**config.mk**
```make
export PLATFORM = sky130hd
export DESIGN_NAME = traffic_conflict_monitor
export DESIGN_NICKNAME = d
export VERILOG_FILES = /design/src/rtl/traffic_conflict_monitor.sv
export SDC_FILE = /design/constraint.sdc
export NUM_CORES = 1
export LEC_CHECK = 0
export BUFFER_PORTS_ARGS = -buffer_cell sky130_fd_sc_hd__buf_2
export CORE_MARGIN = 5
export CORE_UTILIZATION = 57
export CTS_CLUSTER_SIZE = 8
export DETAILED_ROUTE_END_ITERATION = 8
export PLACE_DENSITY = 0.81
export RECOVER_POWER = 25
export SLEW_MARGIN = 30
export SYNTH_ARGS = -nofsm -noshare
export SYNTH_HDL_FRONTEND = slang
export SYNTH_SLANG_ARGS = --single-unit
```
**constraint.sdc**
```tcl
create_clock -name clk -period 3.3 [get_ports clk]
set_input_delay 0.33 -clock clk [delete_from_list [all_inputs] [get_ports clk]]
set_output_delay 0.33 -clock clk [all_outputs]
set_load 0.01 [all_outputs]
```
**src/rtl/traffic_conflict_monitor.sv**
```systemverilog
// traffic_conflict_monitor
// Independent safety watchdog on the intersection lamp buses. Flags conflicting
// greens, walk-versus-traffic conflicts, illegal lamp codes and illegal phase
// sequences, and latches the first fault with its code and approach.
// Build option: define MONITOR_FILTER_EN to require FILTER_CYCLES consecutive
// violating samples before codes 1-4 count or latch.
module traffic_conflict_monitor #(
    parameter int MIN_YELLOW    = 3,
    parameter int FILTER_CYCLES = 2
) (
    input  logic       clk,
    input  logic       rstn,
    input  logic       clear,
    input  logic [3:0] car_traffic_0,
    input  logic [3:0] car_traffic_1,
    input  logic [3:0] car_traffic_2,
    input  logic [3:0] car_traffic_3,
    input  logic [1:0] walk_traffic_0,
    input  logic [1:0] walk_traffic_1,
    input  logic [1:0] walk_traffic_2,
    input  logic [1:0] walk_traffic_3,
    output logic       fault,
    output logic [2:0] fault_code,
    output logic [1:0] fault_approach,
    output logic [7:0] fault_count
);

    localparam logic [3:0] CAR_RED   = 4'b0001;
    localparam logic [3:0] CAR_YEL   = 4'b0010;
    localparam logic [3:0] CAR_GRN   = 4'b0100;
    localparam logic [3:0] CAR_LFT   = 4'b1000;
    localparam logic [3:0] CAR_GL    = 4'b1100;
    localparam logic [1:0] WALK_DONT = 2'b01;
    localparam logic [1:0] WALK_GO   = 2'b10;

    localparam int              YW    = $clog2(MIN_YELLOW + 1);
    localparam logic [YW-1:0]   Y_SAT = YW'(MIN_YELLOW);

    // Reject parameter values the counters cannot represent.
    generate
        if (MIN_YELLOW < 1 || FILTER_CYCLES < 1 || FILTER_CYCLES > 15) begin : g_param_check
            $error("traffic_conflict_monitor: MIN_YELLOW must be >= 1, FILTER_CYCLES in 1..15");
        end
    endgenerate

    function automatic logic car_legal(input logic [3:0] c);
        return (c == CAR_RED) || (c == CAR_YEL) || (c == CAR_GRN) ||
               (c == CAR_LFT) || (c == CAR_GL);
    endfunction

    // Green, left arrow, or both: the phases that must pass through yellow.
    function automatic logic car_moving(input logic [3:0] c);
        return (c == CAR_GRN) || (c == CAR_LFT) || (c == CAR_GL);
    endfunction

    logic [3:0] car_in  [4];
    logic [1:0] walk_in [4];

    assign car_in[0]  = car_traffic_0;
    assign car_in[1]  = car_traffic_1;
    assign car_in[2]  = car_traffic_2;
    assign car_in[3]  = car_traffic_3;
    assign walk_in[0] = walk_traffic_0;
    assign walk_in[1] = walk_traffic_1;
    assign walk_in[2] = walk_traffic_2;
    assign walk_in[3] = walk_traffic_3;

    // Sample stage. Reset values are legal lamp codes so nothing fires before
    // the first real sample arrives.
    logic [3:0]    car_cur_q  [4];
    logic [3:0]    car_prev_q [4];
    logic [1:0]    walk_cur_q [4];
    logic [YW-1:0] ycnt_q     [4];
    logic [YW-1:0] ycnt_d     [4];
    logic          sampled_q;
    logic          valid_q;

    // Capture lamps, shift cur into prev, track yellow run length behind prev.
    always_ff @(posedge clk) begin
        if (!rstn) begin
            for (int i = 0; i < 4; i++) begin
                car_cur_q[i]  <= CAR_RED;
                car_prev_q[i] <= CAR_RED;
                walk_cur_q[i] <= WALK_DONT;
                ycnt_q[i]     <= '0;
            end
            sampled_q <= 1'b0;
            valid_q   <= 1'b0;
        end else begin
            for (int i = 0; i < 4; i++) begin
                car_prev_q[i] <= car_cur_q[i];
                car_cur_q[i]  <= car_in[i];
                walk_cur_q[i] <= walk_in[i];
                ycnt_q[i]     <= ycnt_d[i];
            end
            sampled_q <= 1'b1;
            // prev only holds a real sample once two samples have been taken
            valid_q   <= sampled_q;
        end
    end

    // Per-approach rule evaluation
    logic [3:0] car_go, walk_conf, inv2, car_bad, walk_bad, seq5, seq6, seq7;
    logic [1:0] axis_go;          // [0] = axis A (0/2), [1] = axis B (1/3)
    logic [1:0] axis_walk_conf;

    assign axis_go        = {car_go[1] | car_go[3], car_go[0] | car_go[2]};
    assign axis_walk_conf = {walk_conf[1] | walk_conf[3], walk_conf[0] | walk_conf[2]};

    generate
        for (genvar gi = 0; gi < 4; gi++) begin : g_app
            // Any lit go lamp (left, green, yellow) counts as moving traffic.
            assign car_go[gi]    = |car_cur_q[gi][3:1];
            assign walk_conf[gi] = walk_cur_q[gi][1] & axis_go[1 - (gi % 2)];
            // Involved in a walk conflict: the offending walk, or a go car it conflicts with.
            assign inv2[gi]      = walk_conf[gi] | (car_go[gi] & axis_walk_conf[1 - (gi % 2)]);
            assign car_bad[gi]   = !car_legal(car_cur_q[gi]);
            assign walk_bad[gi]  = (walk_cur_q[gi] != WALK_DONT) && (walk_cur_q[gi] != WALK_GO);
            assign seq5[gi]      = valid_q && car_moving(car_prev_q[gi]) && (car_cur_q[gi] == CAR_RED);
            assign seq6[gi]      = valid_q && (car_prev_q[gi] == CAR_YEL) && (car_cur_q[gi] == CAR_RED)
                                   && (ycnt_q[gi] < Y_SAT);
            assign seq7[gi]      = valid_q && (((car_prev_q[gi] == CAR_RED) && (car_cur_q[gi] == CAR_YEL)) ||
                                               ((car_prev_q[gi] == CAR_YEL) && car_moving(car_cur_q[gi])));
            // ycnt follows cur so that, one edge later, it describes the run ending at prev.
            assign ycnt_d[gi]    = (car_cur_q[gi] != CAR_YEL) ? '0 :
                                   (ycnt_q[gi] == Y_SAT)      ? ycnt_q[gi] :
                                                                ycnt_q[gi] + 1'b1;
        end
    endgenerate

    logic [4:1] raw;
    logic [4:1] comb_hit;

    assign raw[1] = axis_go[0] & axis_go[1];
    assign raw[2] = |walk_conf;
    assign raw[3] = |car_bad;
    assign raw[4] = |walk_bad;

`ifdef MONITOR_FILTER_EN
    localparam logic [3:0] F_SAT = 4'(FILTER_CYCLES - 1);

    // Number of consecutive violating samples before the current one, per code.
    logic [3:0] persist_q [1:4];

    generate
        for (genvar gi = 1; gi <= 4; gi++) begin : g_filt
            assign comb_hit[gi] = raw[gi] && (persist_q[gi] >= F_SAT);
        end
    endgenerate

    // Persistence counters restart on any clean sample and saturate at the threshold.
    always_ff @(posedge clk) begin
        if (!rstn) begin
            for (int c = 1; c <= 4; c++) persist_q[c] <= '0;
        end else begin
            for (int c = 1; c <= 4; c++) begin
                if (!raw[c]) begin
                    persist_q[c] <= '0;
                end else if (persist_q[c] != F_SAT) begin
                    persist_q[c] <= persist_q[c] + 4'd1;
                end
            end
        end
    end
`else
    assign comb_hit = raw;
`endif

    // Priority: lowest code, then lowest approach index in that code's mask.
    logic [7:1] hit;
    logic [3:0] who [1:7];
    logic [2:0] sel_code;
    logic [1:0] sel_app;
    logic [3:0] sel_mask;

    assign hit    = {|seq7, |seq6, |seq5, comb_hit};
    assign who[1] = car_go;
    assign who[2] = inv2;
    assign who[3] = car_bad;
    assign who[4] = walk_bad;
    assign who[5] = seq5;
    assign who[6] = seq6;
    assign who[7] = seq7;

    // Pick the winning code and its lowest involved approach.
    always_comb begin
        sel_code = '0;
        sel_mask = '0;
        sel_app  = '0;
        for (int c = 7; c >= 1; c--) begin
            if (hit[c]) begin
                sel_code = 3'(c);
                sel_mask = who[c];
            end
        end
        for (int a = 3; a >= 0; a--) begin
            if (sel_mask[a]) sel_app = 2'(a);
        end
    end

    // Fault latch and saturating violation counter
    logic       fault_q, fault_d;
    logic [2:0] code_q, code_d;
    logic [1:0] app_q, app_d;
    logic [7:0] count_q, count_d;

    // Next state: clear dominates; first violation latches, each violating cycle counts.
    always_comb begin
        fault_d = fault_q;
        code_d  = code_q;
        app_d   = app_q;
        count_d = count_q;
        if (clear) begin
            fault_d = 1'b0;
            code_d  = '0;
            app_d   = '0;
            count_d = '0;
        end else if (|hit) begin
            if (!fault_q) begin
                fault_d = 1'b1;
                code_d  = sel_code;
                app_d   = sel_app;
            end
            if (count_q != 8'hFF) count_d = count_q + 8'd1;
        end
    end

    // Output registers
    always_ff @(posedge clk) begin
        if (!rstn) begin
            fault_q <= 1'b0;
            code_q  <= '0;
            app_q   <= '0;
            count_q <= '0;
        end else begin
            fault_q <= fault_d;
            code_q  <= code_d;
            app_q   <= app_d;
            count_q <= count_d;
        end
    end

    assign fault          = fault_q;
    assign fault_code     = code_q;
    assign fault_approach = app_q;
    assign fault_count    = count_q;

endmodule

```
Word-level counts from Yosys, hierarchy flattened

Memory sizes are Yosys's and may differ from the RTL's.
Cells that the tools add are included.

Memories kept: 4
Memory bits (writable): 48
Output and inout port bits: 14
Bits of input ports: 27
Logic and storage cells: 245
Flip-flop bits (word level): 16

Mux-type cells: 44
Bitwise gates (word level): 35
$add $sub $neg: 5
Reductions and logical operators: 90
Equal/unequal tests: 57
Magnitude comparators: 4

Memory list:

| memory     | words | bits a word | rd ports | clocked after Yosys merged registers in | wr ports | RTL line | text |
|---|---|---|---|---|---|---|---|
| car_cur_q  | 4     | 4           | 4        | 0                                       | 4        | 70       | `logic [3:0] car_cur_q [4];` |
| car_prev_q | 4     | 4           | 4        | 0                                       | 4        | 71       | `logic [3:0] car_prev_q [4];` |
| walk_cur_q | 4     | 2           | 4        | 0                                       | 4        | 72       | `logic [1:0] walk_cur_q [4];` |
| ycnt_q     | 4     | 2           | 4        | 0                                       | 4        | 73       | `logic [YW-1:0] ycnt_q [4];` |

Operators by type and width:

| operator                                                                | count |
|---|---|
| 4-bit == test, second input constant                                    | 16 |
| 4-bit two-way mux                                                       | 15 |
| 2-bit two-way mux                                                       | 20 |
| 1-bit logical AND                                                       | 36 |
| 1-bit logical OR                                                        | 36 |
| 4-bit by 1-bit == test with 1-bit output, second input constant         | 8 |
| 4-bit by 2-bit == test with 1-bit output, second input constant         | 8 |
| 4-bit by 3-bit == test with 1-bit output, second input constant         | 8 |
| 25-bit OR reduction                                                     | 1 |
| 1-bit bitwise OR                                                        | 24 |
| 4-bit OR reduction                                                      | 6 |
| 3-bit two-way mux                                                       | 7 |
| 4-bit by 2-bit inequality test with 1-bit output, second input constant | 4 |
| 3-bit OR reduction                                                      | 4 |
| 1-bit AND                                                               | 9 |
| 2-bit by 1-bit adder with 2-bit output, second input constant           | 4 |
| 8-bit by 1-bit adder with 8-bit output, second input constant           | 1 |
| 2-bit == test, second input constant                                    | 4 |
| 2-bit less-than comparator, second input constant                       | 4 |
| 2-bit by 1-bit inequality test with 1-bit output, second input constant | 4 |
| 2-bit inequality test, second input constant                            | 4 |
| 8-bit inequality test, second input constant                            | 1 |
| 1-bit logical NOT                                                       | 4 |
| 2-bit AND reduction                                                     | 2 |
| other kinds (3)                                                         | 5 |

Longest topological paths before layout

Gate-level depths: netlist of run 1.

Depth in word-level cells: 18
Gate-level depth with buffers: 9

Worst setup path after synthesis of run 1

No wires, ideal clock.

Path type: flip-flop to flip-flop
Start: memory car_cur_q[0][3]
End: register count_q[3], in the netlist fault_count[3]
Library setup time: 0.128 ns
Stages on the path, launching flop included: 9
Setup slack: 0.908 ns
Arrival: 2.264 ns
Buffers on the path: 0
Path through: dfxtp_1 -> or2_4 -> or4b_4 -> a2111oi_4 -> o41ai_2 -> a31oi_4 -> nand4_1 -> xor2_1 -> nor2_1

RTL lines:

| element                | RTL line | text |
|---|---|---|
| start: declaration     | 70       |  |
| end signal: assignment | 239      | `count_q <= count_d;` |
| end: declaration       | 205      | `logic [7:0] count_q, count_d;` |

==> run summary, run 1 <==
Worst slew margin: 32.0%
IO Pins: 41
pin count of the biggest net entering global routing: 30
Num CTS Buffers: 9
CP cell instances: nor4b_1, a31oi_1, or4_4, nor4_4, a31oi_2, o2111ai_1, a2bb2oi_1, nor2_1
Max Cap Viol: 0
Final Hold Viols: 0
DR DRC count: 0
synth warn: 0
Synth Net Count: 341
initial DRC count: 175
skew final: 0.0102 ns
WP data arrival: 2.94 ns
Fin Hold WS: 0.169 ns
Reg2Reg Setup Slack: 0.56 ns
mapped cell area: 0.00292 sq mm
critical path's top delay family: simple AND/OR/NAND/NOR gates
TritonRoute pass-1 iters: 4
NetSw: 0.390 mW
initial antenna violation count: 0
vias per inst: 5.45
post_cts resized: 0
first-pass GRT wire length: 9550 microns
CP required: 3.50 ns
Worst Tran Pin Value: 1.02 ns
DIE WIDTH: 81.6 microns
full die area: 0.00666 sq mm
Buf/Inv on CP: 0
fraction of registers with async set or reset after synthesis: 0%
Area contributors post-synth: dfxtp_1 44%, and2_1 6.6%, nor2_1 4.4%
Setup CP Type: reg -> reg
f_max: 0.365 GHz
All-Layer GR Usage: 18.6%
endpoints failing setup: 0
Power, Total: 1.76 mW
worst stage delay on the critical path: 0.59 ns
Reg2Reg Launch Point: car_cur_q[0][0]
Vias: 2,339
critical path's slowest cell: or4_4
leakage: 1.41 nW
share of layout cells above drive strength 1: 19.8%
WHS Endpoint: car_cur_q[0][0]
Post-DP Area: 0.00319 sq mm
startpoint types: flip-flop
most frequent cell after synthesis: dfxtp_1
Post-CTS Setup Inserts: 0
Initial Utilization: 58.0%
clock power share: 43.3%
design area: 0.00342 sq mm
DP Worst Slack: 0.607 ns
placer congestion estimate: 0.854
Gate power share: 9.1%
PwrDens: 513 mW/mm^2
hold_sp: car_traffic_0[0]
Reg clk slew, reported paths: 0.07 ns
fin crit period: 2.74 ns
cell taking the most area after synthesis: dfxtp_1
FF-to-FF End: fault_approach[1]
FF+latch area: 0.00128 sq mm
core area: 0.00504 sq mm
cell count after synthesis: 309
Max VDD drop: 377 uV
top_reg_cell synth: dfxtp_1
Clock Sinks: 64
Switching Share: 22.2%
H-tree levels: 3
Final ANT Viol Nets: 0
grt ovf: 0
Min-Delay Path Depth: 2
diodes inserted: 0
hold buffers post-CTS: 0
post-synth cell types: 56
die height: 81.6 microns
Seq pwr share: 47.5%
area delta synth->final: 17.1%
sequential area share after synthesis: 43.8%
Crit. End Element: flip-flop
vias in the first global route: 2,137
syn_area_per_cell: 9.46 sq um
Post-synth EDFFs: 0
Detail Placement HPWL: 4290 microns
Hold Crit Class: in -> reg
final setup margin: 0.563 ns
CTS max path bufs: 2
setup TNS: 0 ns
top cell type's share of synthesized area: 43.8%
placed cell count: 413
#FFs+latches synth: 64
Nets: 386
filler instances: 412
fin. max-slew vios: 0
root buffer selected by CTS: clkbuf_8
Core Util, Final: 67.9%
most frequent cells after synthesis: 64 x dfxtp_1, 34 x nor2_1, 31 x and2_1
Critical Path Fanout Max: 6
path depth of the worst reg2reg path: 8
Clock Latency Late Sink: 0.33 ns
status: finished clean
period utilization: 82.9%
row cnt: 26
multi-input logic area: 0.00159 sq mm
Port Buffers: 40
unrepaired setup endpoints after global routing: false
post-route insts no fill: 429
Internal: 1.37 mW
CTS tree: done
Post-Route WL: 5660 microns
WL/cell: 13.2 microns
## kinds of logic (layout without fill, tap and decap cells)
logic type               Yosys count  count (layout)  synth area share [%]
adder cells (fa/ha/maj)            5               5                  2.14
AND/OR/NAND/NOR                  152             152                  30.9
XOR/XNOR                          16              16                  4.79
AO/OA/AOI/OAI                     51              51                  14.3
multiplexers                       6               6                  2.05
buffers and inverters             15              65                  1.93
flip-flops                        64              64                  43.8
## power groups by stage
stage / Combinational [mW] / Clock (mW) / Sequential, mW
final: 0.161 / 0.761 / 0.835
after global routing: 0.180 / 0.815 / 0.840
after CTS: 0.160 / 0.782 / 0.835
after detailed placement: 0.159 / 0 / 0.852
after global placement: 0.155 / 0 / 0.851
after floorplan: 0.116 / 0 / 0.846
## state kept, by name, indices dropped and copies added (netlist names), 2 cells and up
| register | flops |
|---|---|
| walk_cur_q | 8 |
| ycnt_q | 8 |
| fault_code | 3 |
| fault_approach | 2 |
| fault_count | 8 |
| car_cur_q | 16 |
| car_prev_q | 16 |
## layout by cell type, fill, tap and decap left out, types with 8 or more instances in the layout
cell type | netlist | layout
dfxtp_1 | 64 | 64
buf_2 | 0 | 39
nor2_1 | 34 | 34
and2_1 | 31 | 25
nand2b_1 | 15 | 15
xor2_1 | 13 | 13
a21oi_1 | 13 | 13
nand2_1 | 12 | 12
clkbuf_8 | 0 | 12
inv_1 | 8 | 8
## final cells by class
class                           instances  share of cell area [%]
Clock buffer                           14                    5.04
Sequential cell                        64                    37.4
Multi-Input combinational cell        230                    46.3
Inverter                                8                   0.877
Timing Repair Buffer                   41                    6.03
Tap cell                               70                    2.56
Clock inverter                          2                    1.75
## worst register-to-register path, delay by kind of cell, from the launching register on
family | cells | cell delay, ns
AND/OR/NAND/NOR | 4 | 1.53
AO/OA/AOI/OAI | 4 | 0.70
flip-flops | 1 | 0.37
## how the worst max path moves through the flow
stage	start	end	slack [ns]	cells after the start
2_1_floorplan	car_cur_q[0][3]	fault_count[3]	0.91	8
3_3_place_gp	car_cur_q[2][1]	fault_approach[1]	0.68	8
3_5_place_dp	car_cur_q[0][0]	fault_approach[1]	0.61	8
4_1_cts	car_cur_q[0][0]	fault_approach[1]	0.59	8
5_1_grt	car_cur_q[0][1]	fault_approach[1]	0.34	8
6_report	car_cur_q[0][0]	fault_approach[1]	0.56	8
## per-layer routing
metal | vias to the layer above | GRT usage, % | share of wire (%)
met5 | - | 0 | 0
met4 | 0 | 6.31 | 1.0
met3 | 5 | 5.81 | 6.4
met2 | 64 | 30.1 | 45
met1 | 1067 | 23.4 | 47
li1 | 1203 | - | -
No activity file was read; power rests on OpenSTA's default activity.
==> inputs of run 2 (changes only) <==
Settings changed: ABC_AREA set to 1.
Clock period 3.3 ns to 2.65 ns, I/O delays scaled along.
==> run 2 against run 1 <==
Wire length up 16%. Sequential power up 23%. Flip-flop and latch count unchanged. Synthesized cell count up 43%. Register-to-register slack better by 0.12 ns. Critical path type unchanged. Setup slack better by 0.12 ns. Combinational power up 52%. Design area up 6.1%.
==> run summary, run 2 <==
Area contributors post-synth: dfxtp_1 40%, nand2_1 11%, inv_1 7.9%
Worst Tran Pin Value: 1.37 ns
Clock Latency Late Sink: 0.35 ns
hold buffers post-CTS: 0
Crit. End Element: flip-flop
#FFs+latches synth: 64
Clock Sinks: 64
Power, Total: 2.09 mW
FF-to-FF End: fault_approach[0]
mapped cell area: 0.00316 sq mm
leakage: 1.90 nW
endpoints failing setup: 0
Gate power share: 11.7%
cell count after synthesis: 441
f_max: 0.509 GHz
setup TNS: 0 ns
initial DRC count: 182
first-pass GRT wire length: 11,500 microns
placer congestion estimate: 0.879
vias in the first global route: 2,671
full die area: 0.00714 sq mm
final setup margin: 0.685 ns
die height: 84.5 microns
worst stage delay on the critical path: 0.35 ns
status: finished clean
unrepaired setup endpoints after global routing: false
TritonRoute pass-1 iters: 5
diodes inserted: 0
top_reg_cell synth: dfxtp_1
placed cell count: 550
CP cell instances: nor2_1, nand3_1, nor3_1, nor2_1, nand2_2, nor2_8, o21ai_0, nand2_1, a21oi_1, nand2_1, nand2_1, a21oi_1
crit-path most repeated cell: nand2_1
hold_sp: car_traffic_3[3]
Post-Route WL: 6550 microns
NetSw: 0.543 mW
clock power share: 39.0%
Detail Placement HPWL: 5100 microns
H-tree levels: 3
All-Layer GR Usage: 20.0%
most frequent cells after synthesis: 95 x nand2_1, 67 x inv_1, 64 x dfxtp_1
Num CTS Buffers: 9
Post-DP Area: 0.00345 sq mm
DR DRC count: 0
CP required: 2.88 ns
Critical Path Fanout Max: 8
Setup CP Type: reg -> reg
Buf/Inv on CP: 0
critical path's top delay family: simple AND/OR/NAND/NOR gates
pin count of the biggest net entering global routing: 35
critical path's slowest cell: nor3_1
core area: 0.00544 sq mm
synth warn: 0
WHS Endpoint: car_cur_q[3][3]
Post-synth EDFFs: 0
WL/cell: 11.6 microns
biggest regs: car_cur_q (16), car_prev_q (16)
Min-Delay Path Depth: 3
initial antenna violation count: 0
root buffer selected by CTS: clkbuf_8
vias per inst: 4.83
Max Cap Viol: 0
cell taking the most area after synthesis: dfxtp_1
most frequent cell after synthesis: nand2_1
Reg2Reg Setup Slack: 0.69 ns
Hold Crit Class: in -> reg
path depth of the worst reg2reg path: 12
design area: 0.00363 sq mm
PwrDens: 575 mW/mm^2
period utilization: 74.1%
sequential area share after synthesis: 40.5%
commonest non-fill, non-tap cell in the layout: nand2_1
IO Pins: 41
DIE WIDTH: 84.5 microns
Port Buffers: 40
syn_area_per_cell: 7.18 sq um
CTS max path bufs: 2
grt ovf: 0
Seq pwr share: 49.3%
DP Worst Slack: 0.718 ns
Worst slew margin: 8.56%
row cnt: 27
leading cell types in the layout, fill and taps excluded: 95 x nand2_1, 67 x inv_1, 64 x dfxtp_1
Vias: 2,728
Internal: 1.54 mW
Final Hold Viols: 0
Core Util, Final: 66.8%
Reg2Reg Launch Point: car_cur_q[2][3]
Final ANT Viol Nets: 0
Synth Net Count: 473
startpoint types: flip-flop
Fin Hold WS: 0.0993 ns
Nets: 521
Initial Utilization: 58.2%
fin. max-slew vios: 0
fraction of registers with async set or reset after synthesis: 0%
fin crit period: 1.96 ns
WP data arrival: 2.19 ns
skew final: 0.00888 ns
post-synth cell types: 36
Post-CTS Setup Inserts: 0
CTS tree: done
post-route insts no fill: 565
top cell type's share of synthesized area: 40.5%
post_cts resized: 0
Reg clk slew, reported paths: 0.07 ns
area delta synth->final: 14.8%
Switching Share: 26.0%
share of layout cells above drive strength 1: 21.9%
Max VDD drop: 470 uV
==> run 2: layout make-up <==
type,count,area [sq um]
Timing Repair Buffer,42,210
Tap cell,72,90.1
Multi-Input combinational cell,292,1560
Clock inverter,3,42.5
Fill cell,465,1810
Sequential cell,64,1280
Inverter,80,304
Clock buffer,12,145
==> run 2: worst register-to-register path, delay by kind of cell (launching register included) <==
| kind | cells | cell delay [ns] |
|---|---|---|
| AOI/OAI and AO/OA | 3 | 0.31 |
| DFF | 1 | 0.32 |
| and+or+nand+nor | 9 | 1.21 |
==> run 2: kinds of logic (layout without fill, tap and decap cells) <==
kind of cell,after synthesis,after routing,share of synthesized area [%]
compound gates,46,46,8.11
xor+xnor,11,11,3.04
fa+ha+maj,5,5,1.98
buf+inv,85,137,10.2
flops,64,64,40.5
mux,4,4,1.27
simple gates,226,226,34.9
==> run 2: how the worst max path moves through the flow <==
stage | start | endpoint | slack [ns] | cells after the start
after floorplan | ycnt_q[2][0] | fault_count[2] | 0.97 | 14
after global placement | car_cur_q[3][3] | fault_count[2] | 0.79 | 14
after detailed placement | car_cur_q[2][3] | fault_approach[0] | 0.72 | 12
after CTS | car_cur_q[2][3] | fault_approach[0] | 0.70 | 12
after global routing | car_cur_q[2][3] | fault_approach[1] | 0.46 | 11
final | car_cur_q[2][3] | fault_approach[0] | 0.69 | 12
==> run 2: metal layers <==
layer	track usage, %	wire length (microns)	part of all wire (%)	vias to the layer above
li1	-	-	-	1455
met1	23.8	2920	45	1203
met2	34.6	3160	48	60
met3	5.00	350	5.3	10
met4	7.77	116	1.8	0
met5	0	0	0	-
==> run 2: power by group through the flow <==
stage / sequential, mW / clock (mW) / combinational [mW]
after floorplan: 1.05 / 0 / 0.175
after global placement: 1.05 / 0 / 0.237
after detailed placement: 1.05 / 0 / 0.244
after CTS: 1.03 / 0.832 / 0.245
after global routing: 1.03 / 0.879 / 0.279
final: 1.03 / 0.814 / 0.244
==> inputs of run 3 (changes only) <==
Settings changed: ABC_AREA 1 to 0, CORE_UTILIZATION 57 to 51, PLACE_DENSITY 0.81 to 0.77.
Clock period 2.65 ns to 1.63 ns, I/O delays scaled along.
==> run 3 against run 2 <==
The run now ends with setup timing left. Critical path depth down 4. Via count up 2.2%. Sequential share of layout area down 5.1 points. Setup slack worse by 1.6 ns. Critical endpoint is now fault_count[2]. Largest power group unchanged.
==> run summary, run 3 (synthesized netlist as in run 1, its figures left out) <==
leakage: 1.89 nW
row cnt: 27
Initial Utilization: 52.8%
Reg2Reg Setup Slack: -0.94 ns
Seq pwr share: 47.8%
initial DRC count: 159
FF-to-FF End: fault_count[2]
Switching Share: 25.6%
Final ANT Viol Nets: 0
Max Cap Viol: 0
critical path's slowest cell: or4_4
clock power share: 35.8%
Gate power share: 16.4%
Port Buffers: 40
grt ovf: 0
failing checks: setup timing
Critical Path Fanout Max: 8
Clock Latency Late Sink: 0.34 ns
skew final: 0.00648 ns
vias in the first global route: 2,644
IO Pins: 41
period utilization: 158%
first-pass GRT wire length: 11,800 microns
pin count of the biggest net entering global routing: 20
share of layout cells above drive strength 1: 41.3%
WHS Endpoint: car_cur_q[1][2]
Reg clk slew, reported paths: 0.07 ns
DIE WIDTH: 85.7 microns
TritonRoute pass-1 iters: 4
CP required: 1.84 ns
CTS max path bufs: 2
final setup margin: -0.941 ns
NetSw: 0.899 mW
Worst slew margin: 52.0%
DR DRC count: 0
endpoints failing setup: 14
commonest non-fill, non-tap cell in the layout: buf_4
die height: 85.7 microns
Reg2Reg Launch Point: car_cur_q[1][3]
Post-Route WL: 7840 microns
hold_sp: car_traffic_1[2]
Buf/Inv on CP: 0
f_max: 0.389 GHz
GR Layer Usage met1: 25.2%
placer congestion estimate: 0.958
Clock Sinks: 64
diodes inserted: 0
Worst Tran Pin Value: 0.721 ns
Vias: 2,787
DP Worst Slack: -0.840 ns
fin crit period: 2.57 ns
All-Layer GR Usage: 20.2%
root buffer selected by CTS: clkbuf_8
filler instances: 374
WL/cell: 15.1 microns
WP data arrival: 2.78 ns
initial antenna violation count: 0
Nets: 477
H-tree levels: 3
critical path's top delay family: simple AND/OR/NAND/NOR gates
Hold Crit Class: in -> reg
core area: 0.00554 sq mm
CP cell instances: nor4b_2, a31oi_2, or4_4, nor4_4, a31oi_4, nand2_1, xor2_1, nor2_1
path depth of the worst reg2reg path: 8
Detail Placement HPWL: 5280 microns
PwrDens: 817 mW/mm^2
worst stage delay on the critical path: 0.54 ns
grt met3 use: 4.80%
vias per inst: 5.36
placed cell count: 493
unrepaired setup endpoints after global routing: true
busiest grt layer: met2
Final Hold Viols: 0
Max VDD drop: 553 uV
Setup CP Type: reg -> reg
startpoint types: flip-flop
post-route insts no fill: 520
grt met2 use: 33.3%
Num CTS Buffers: 9
Crit. End Element: flip-flop
Internal: 2.61 mW
status: finished with violations
biggest regs: car_cur_q (16), car_prev_q (16)
CTS tree: done
area delta synth->final: 46.8%
full die area: 0.00735 sq mm
leading cell types in the layout, fill and taps excluded: 81 x buf_4, 58 x dfxtp_1, 39 x buf_2
fin. max-slew vios: 0
Min-Delay Path Depth: 2
==> run 3: cell types whose count changed in the layout (fill, tap and decap cells not counted), moves of 8 or more <==
cell,before,now
buf_4,1,81
nor2_1,50,33
nor3_1,13,5
or2_2,8,0
a21oi_1,18,9
inv_2,9,0
nand2b_1,0,15
nand3_1,21,6
inv_1,67,8
and2_1,0,23
nor2_2,13,2
nand2_1,95,11
==> run 3: timing repair <==
item | 4_1_cts | 5_1_grt
setup endpoints to repair | 14 | 14
gates resized for setup | 6 | 32
hold buffers | 7 | 0
hold endpoints to repair | 7 | 0
buffers inserted | 1 | 6
pin swaps | 0 | 19
==> run 3: power by group through the flow <==
stage / Combinational, mW / Sequential [mW] / Clock, mW
after detailed placement: 0.490 / 1.71 / 0
after floorplan: 0.243 / 1.72 / 0
final: 0.574 / 1.68 / 1.26
after global routing: 0.617 / 1.69 / 1.35
after global placement: 0.477 / 1.71 / 0
after CTS: 0.517 / 1.67 / 1.28
==> run 3: final cells by class <==
cell class	count	area (sq um)	area share (%)
Inverter	8	30.0	0.700
Clock buffer	10	128	2.97
Clock inverter	4	47.5	1.11
Tap cell	72	90.1	2.10
Sequential cell	64	1290	30.1
Timing Repair Buffer	132	907	21.1
Multi-Input combinational cell	230	1800	41.9
==> run 3: metrics by stage <==
step	area (sq um)	setup TNS, ns	hold slack, ns	utilization (%)	power [mW]
2_1_floorplan	3000	-8.72	0.191	-	1.96
3_3_place_gp	3840	-9.93	0.341	69.4	2.18
3_5_place_dp	3840	-10.58	0.346	69.4	2.20
4_1_cts	4120	-11.06	0.0167	74.4	3.47
5_1_grt	4290	-13.80	0.0234	77.5	3.65
6_report	4290	-12.13	0.0301	77.5	3.51
==> run 3: layer usage <==
layer | wire [microns] | share of wire [%] | vias to the layer above
met3 | 465 | 5.9 | 20
li1 | - | - | 1388
met4 | 177 | 2.3 | 0
met2 | 3850 | 49 | 83
met5 | 0 | 0 | -
met1 | 3340 | 43 | 1296
==> run 3: worst register-to-register path: cells and delay by family (launching register included) <==
| family | cells | cell delay [ns] |
|---|---|---|
| AOI/OAI and AO/OA | 2 | 0.32 |
| DFF | 1 | 0.36 |
| xor gates and xnor gates | 1 | 0.19 |
| and+or+nand+nor | 5 | 1.60 |
==> run 3: worst max path at each step <==
stage,startpoint,endpoint,slack [ns],cells after the start
after global placement,car_cur_q[0][2],fault_approach[1],-0.79,9
final,car_cur_q[1][3],fault_count[2],-0.94,8
after floorplan,ycnt_q[3][0],fault_approach[0],-0.71,9
after global routing,car_cur_q[1][3],fault_code[1],-1.07,8
after CTS,car_cur_q[0][2],fault_count[4],-0.84,9
after detailed placement,ycnt_q[3][0],fault_approach[0],-0.84,10
